--- src/rtl/regfile_write_arbiter.sv ---
// rtl/regfile_write_arbiter.sv - two-requester register file write port arbiter with B aging
// Optional: define RFARB_STATS_EN to keep the conflict_cnt statistics counter.
module regfile_write_arbiter #(
    parameter int N        = 32,
    parameter int ADDR_W   = 5,
    parameter int MAX_WAIT = 4
) (
    input  logic              clk,
    input  logic              reset,
    input  logic              wb_valid,
    input  logic [ADDR_W-1:0] wb_rd,
    input  logic [N-1:0]      wb_data,
    output logic              wb_ready,
    input  logic              mdu_valid,
    input  logic [ADDR_W-1:0] mdu_rd,
    input  logic [N-1:0]      mdu_data,
    output logic              mdu_ready,
    output logic              rf_we,
    output logic [ADDR_W-1:0] rf_wa,
    output logic [N-1:0]      rf_wd,
    output logic              b_forced,
    output logic [15:0]       conflict_cnt
);

    typedef enum logic {PRIO_A, FORCE_B} state_t;

    localparam logic [3:0] MAX_WAIT_C = 4'(MAX_WAIT);

    state_t            state_q, state_d;
    logic [3:0]        wait_q, wait_d;
    logic              rf_we_q;
    logic [ADDR_W-1:0] rf_wa_q;
    logic [N-1:0]      rf_wd_q;
    logic              accept;
    logic [ADDR_W-1:0] sel_rd;
    logic [N-1:0]      sel_data;

    always_comb begin
        state_d   = state_q;
        wait_d    = wait_q;
        wb_ready  = 1'b0;
        mdu_ready = 1'b0;
        b_forced  = 1'b0;
        case (state_q)
            PRIO_A: begin
                wb_ready  = wb_valid;
                mdu_ready = mdu_valid && !wb_valid;
                if (mdu_ready) begin
                    wait_d = 4'd0;
                end else if (mdu_valid) begin
                    if (wait_q < MAX_WAIT_C) begin
                        wait_d = wait_q + 4'd1;
                    end
                    if (wait_d == MAX_WAIT_C) begin
                        state_d = FORCE_B;
                    end
                end
            end
            FORCE_B: begin
                // A is held off for this one cycle even if B has withdrawn.
                b_forced  = 1'b1;
                mdu_ready = mdu_valid;
                wait_d    = 4'd0;
                state_d   = PRIO_A;
            end
            default: begin
                state_d = PRIO_A;
                wait_d  = 4'd0;
            end
        endcase
    end

    assign accept   = wb_ready || mdu_ready;
    assign sel_rd   = wb_ready ? wb_rd : mdu_rd;
    assign sel_data = wb_ready ? wb_data : mdu_data;

    always_ff @(posedge clk or posedge reset) begin
        if (reset) begin
            state_q <= PRIO_A;
            wait_q  <= 4'd0;
            rf_we_q <= 1'b0;
            rf_wa_q <= '0;
            rf_wd_q <= '0;
        end else begin
            state_q <= state_d;
            wait_q  <= wait_d;
            // x0 writes are consumed but never reach the register file.
            rf_we_q <= accept && (sel_rd != '0);
            if (accept) begin
                rf_wa_q <= sel_rd;
                rf_wd_q <= sel_data;
            end
        end
    end

    assign rf_we = rf_we_q;
    assign rf_wa = rf_wa_q;
    assign rf_wd = rf_wd_q;

`ifdef RFARB_STATS_EN
    logic [15:0] conflict_q;

    always_ff @(posedge clk or posedge reset) begin
        if (reset) begin
            conflict_q <= 16'd0;
        end else if (wb_valid && mdu_valid && (conflict_q != 16'hFFFF)) begin
            conflict_q <= conflict_q + 16'd1;
        end
    end

    assign conflict_cnt = conflict_q;
`else
    assign conflict_cnt = 16'd0;
`endif

endmodule

--- config.mk ---
export PLATFORM = sky130hd
export DESIGN_NAME = regfile_write_arbiter
export DESIGN_NICKNAME = d
export VERILOG_FILES = /design/src/rtl/regfile_write_arbiter.sv
export SDC_FILE = /design/constraint.sdc
export NUM_CORES = 1
export LEC_CHECK = 0
export CELL_PAD_IN_SITES_DETAIL_PLACEMENT = 1
export CELL_PAD_IN_SITES_GLOBAL_PLACEMENT = 2
export CORE_ASPECT_RATIO = 1.4
export CORE_UTILIZATION = 20
export CTS_CLUSTER_SIZE = 20
export DETAILED_ROUTE_END_ITERATION = 8
export PLACE_DENSITY = 0.88
export SLEW_MARGIN = 25
export SYNTH_ARGS = -nofsm -noshare
export SYNTH_HDL_FRONTEND = slang
export SYNTH_SLANG_ARGS = --single-unit
--- constraint.sdc ---
create_clock -name clk -period 1.67 [get_ports clk]
set_input_delay 0.4175 -clock clk [delete_from_list [all_inputs] [get_ports clk]]
set_output_delay 0.4175 -clock clk [all_outputs]
set_load 0.03 [all_outputs]
==> metrics <==
run status=complete, no violations; DRT Wirelength=6740 microns; critical path's largest stage delay=0.43 ns; Post-CTS Hold Fix Bufs=0; startpoint types=flop; peak supply drop=~0.41 mV; Synth Instances=215; CP Capture Type=output port; IO Count=135; die area=11200 sq um; most common cell after layout, fill and taps aside=clkdlybuf4s50_1; CTS Buffer Depth=2; final period utilization=0.932; CP Data Arrival Time=1.14 ns; Max FO, Critical Path=3; library cells used by synthesis=22; initial antenna violation count=0; Synth area leaders=dfrtp_1 50%, mux2i_1 17%, o21ai_0 9.0%; final hold slack=0.523 ns; average size of a mapped cell=10.1 sq um; critical-path cell list=dlygate4sd2_1; WL/cell=between 10 and 15 microns; GRT Util Overall=0.125; nets=~410; vias in the first global route=between 2k and 2.5k; CORE AREA=approximately 10000 sq um; clock sinks=43; post-synthesis compound-gate area fraction=0.112; DP HPWL=5190 microns; Synth warnings=0; crit path kind=flop to output port; Synth top area share=0.497; Adder-Cell Fraction of Synth Area=0.00578; TritonCTS buffer count=5; worst setup path endpoint=b_forced; gpl congestion=around 0.7; total chip power=3.25 mW; starting density of the core=0.207; chip width=89.9 microns; Overflow after GRT=0; Final Util=0.342; reg-to-reg slack, setup=0.32 ns; largest family of logic cells by synthesized area=multiplexers; Area Growth Syn to Fin=65.4%; Clock Latency Late Sink=0.28 ns; max_cap viols=0; die height=between 100 and 150 microns; ant diodes=0; Crit. Startpoint=state_q$_DFF_PP0_; antenna viol nets, final=0; share of layout cells above drive strength 1=0.0687; unrepaired setup endpoints after global routing=false; proportion of synthesized area in mux cells=0.171; Final Hold Viols=0; r2r worst-path depth=5; DRC=0; Root Driver=clkbuf_16; Design Area, Final=between 3000 and 4000 sq um; f_max=643 MHz; Hold Crit Class=input pin to asynchronous set/reset pin; Critical Path RT=1.25 ns; CP max-delay cell=dfrtp_1; #FFs+latches synth=43; Setup Skew=0.00502 ns; Worst R2R Start=state_q$_DFF_PP0_; Synth Cell Area=2160 sq um; setup ws final=0.114 ns; WP buf/inv=1; DR pass1 iterations=2; Via Count=1942; DRT iter0 DRCs=43; Crit. path cell count=1; sequential area share after synthesis=0.497; min Tclk post-route=around 1.6 ns; FP Rows=44; Place WS=-0.202 ns; Synth Area in Simple Gates=0.105; number of fill cells=1201; first-pass GRT wire length=between 10000 and 15000 microns; area leader, netlist=dfrtp_1; Slew Limit Fails=0; setup violators final=0; TritonCTS clock tree=built; Top Family by Delay on Critical Path=flip-flops; Worst-path clk slew=0.06 ns; H-tree depth=2; most frequent cells in the layout=75 x clkdlybuf4s50_1, 43 x dfrtp_1, 40 x dlygate4sd2_1; XOR/XNOR share of the synthesized area=0; Area after DPL=3440 sq um; largest net degree at the start of global routing=35; Via density=4.11; reg2reg end=wait_q[1]$_DFFE_PP0P_; leak pwr=1.68 nW; buffers added on ports=118; Pwr per Cell Area=909 nW/um^2
-- cells by family (layout without fill, tap and decap cells) --
group | Yosys count | in the layout
AO/OA/AOI/OAI | 48 | 48
adder cells (fa/ha/maj) | 1 | 1
buffers and inverters | 33 | 138
flip-flops | 43 | 43
multiplexers | 37 | 37
other | 1 | 16
AND/OR/NAND/NOR | 52 | 52
-- timing repair --
action	4_1_cts	5_1_grt
resized for setup	41	0
hold endpoints to repair	0	0
endpoints found under the setup margin	41	0
setup buffers	1	0
-- through the flow --
stage	cells	TNS, ns
6_report	473	0
4_1_cts	473	0
3_5_place_dp	464	-5.38
5_1_grt	473	0
3_3_place_gp	464	-4.03
2_1_floorplan	230	0
-- per-layer routing --
metal,vias up,routed length (microns),GRT usage
li1,932,-,-
met3,8,323,0.0268
met2,62,3850,0.246
met1,940,2450,0.127
met5,-,0,0
met4,0,117,0.0484
-- cell usage after synthesis, drive strengths merged --
library cell and instances:
a21oi 4, and2 1, buf 27, clkbuf 3
conb 1, dfrtp 43, ha 1, inv 3
mux2i 37, nand2 38, nand2b 1, nand3 1
nor2 4, nor2b 4, nor4bb 1, o21a 1
o21ai 43, or4 2
-- final cells by class --
class                   count  area [sq um]  area share
flip-flops and latches     43          1080       0.301
inverters                   3          11.3     0.00315
well taps                 138           173      0.0483
multi-input cells         154           926       0.259
repair buffers            127          1220       0.340
clock inverters             2          35.0     0.00979
clock buffers               6           139      0.0388
-- registers in the layout, indices dropped and copies added (netlist names) --
register	flops
state_q	1
rf_wa	5
wait_q	4
rf_we	1
rf_wd	32
-- worst min-delay path by stage --
stage | from | end | slack, ns | depth (start not counted)
detailed placement | wait_q[3]$_DFFE_PP0P_ | wait_q[3]$_DFFE_PP0P_ | 0.53 | 1
floorplan | wait_q[3]$_DFFE_PP0P_ | wait_q[3]$_DFFE_PP0P_ | 0.48 | 1
CTS | reset | rf_wd[20]$_DFFE_PP0P_ | 0.52 | 3
global placement | wait_q[3]$_DFFE_PP0P_ | wait_q[3]$_DFFE_PP0P_ | 0.52 | 1
global route | reset | rf_wd[20]$_DFFE_PP0P_ | 0.52 | 3
finish | reset | wait_q[2]$_DFFE_PP0P_ | 0.52 | 3
-- power breakdown --
part           switching [mW]  internal, mW  total [mW]
clock network           0.411         0.744        1.15
registers              0.0641          1.15        1.22
logic                   0.496         0.384       0.880
total                   0.971          2.28        3.25
Note: power is estimated with default switching activity, not from simulation.
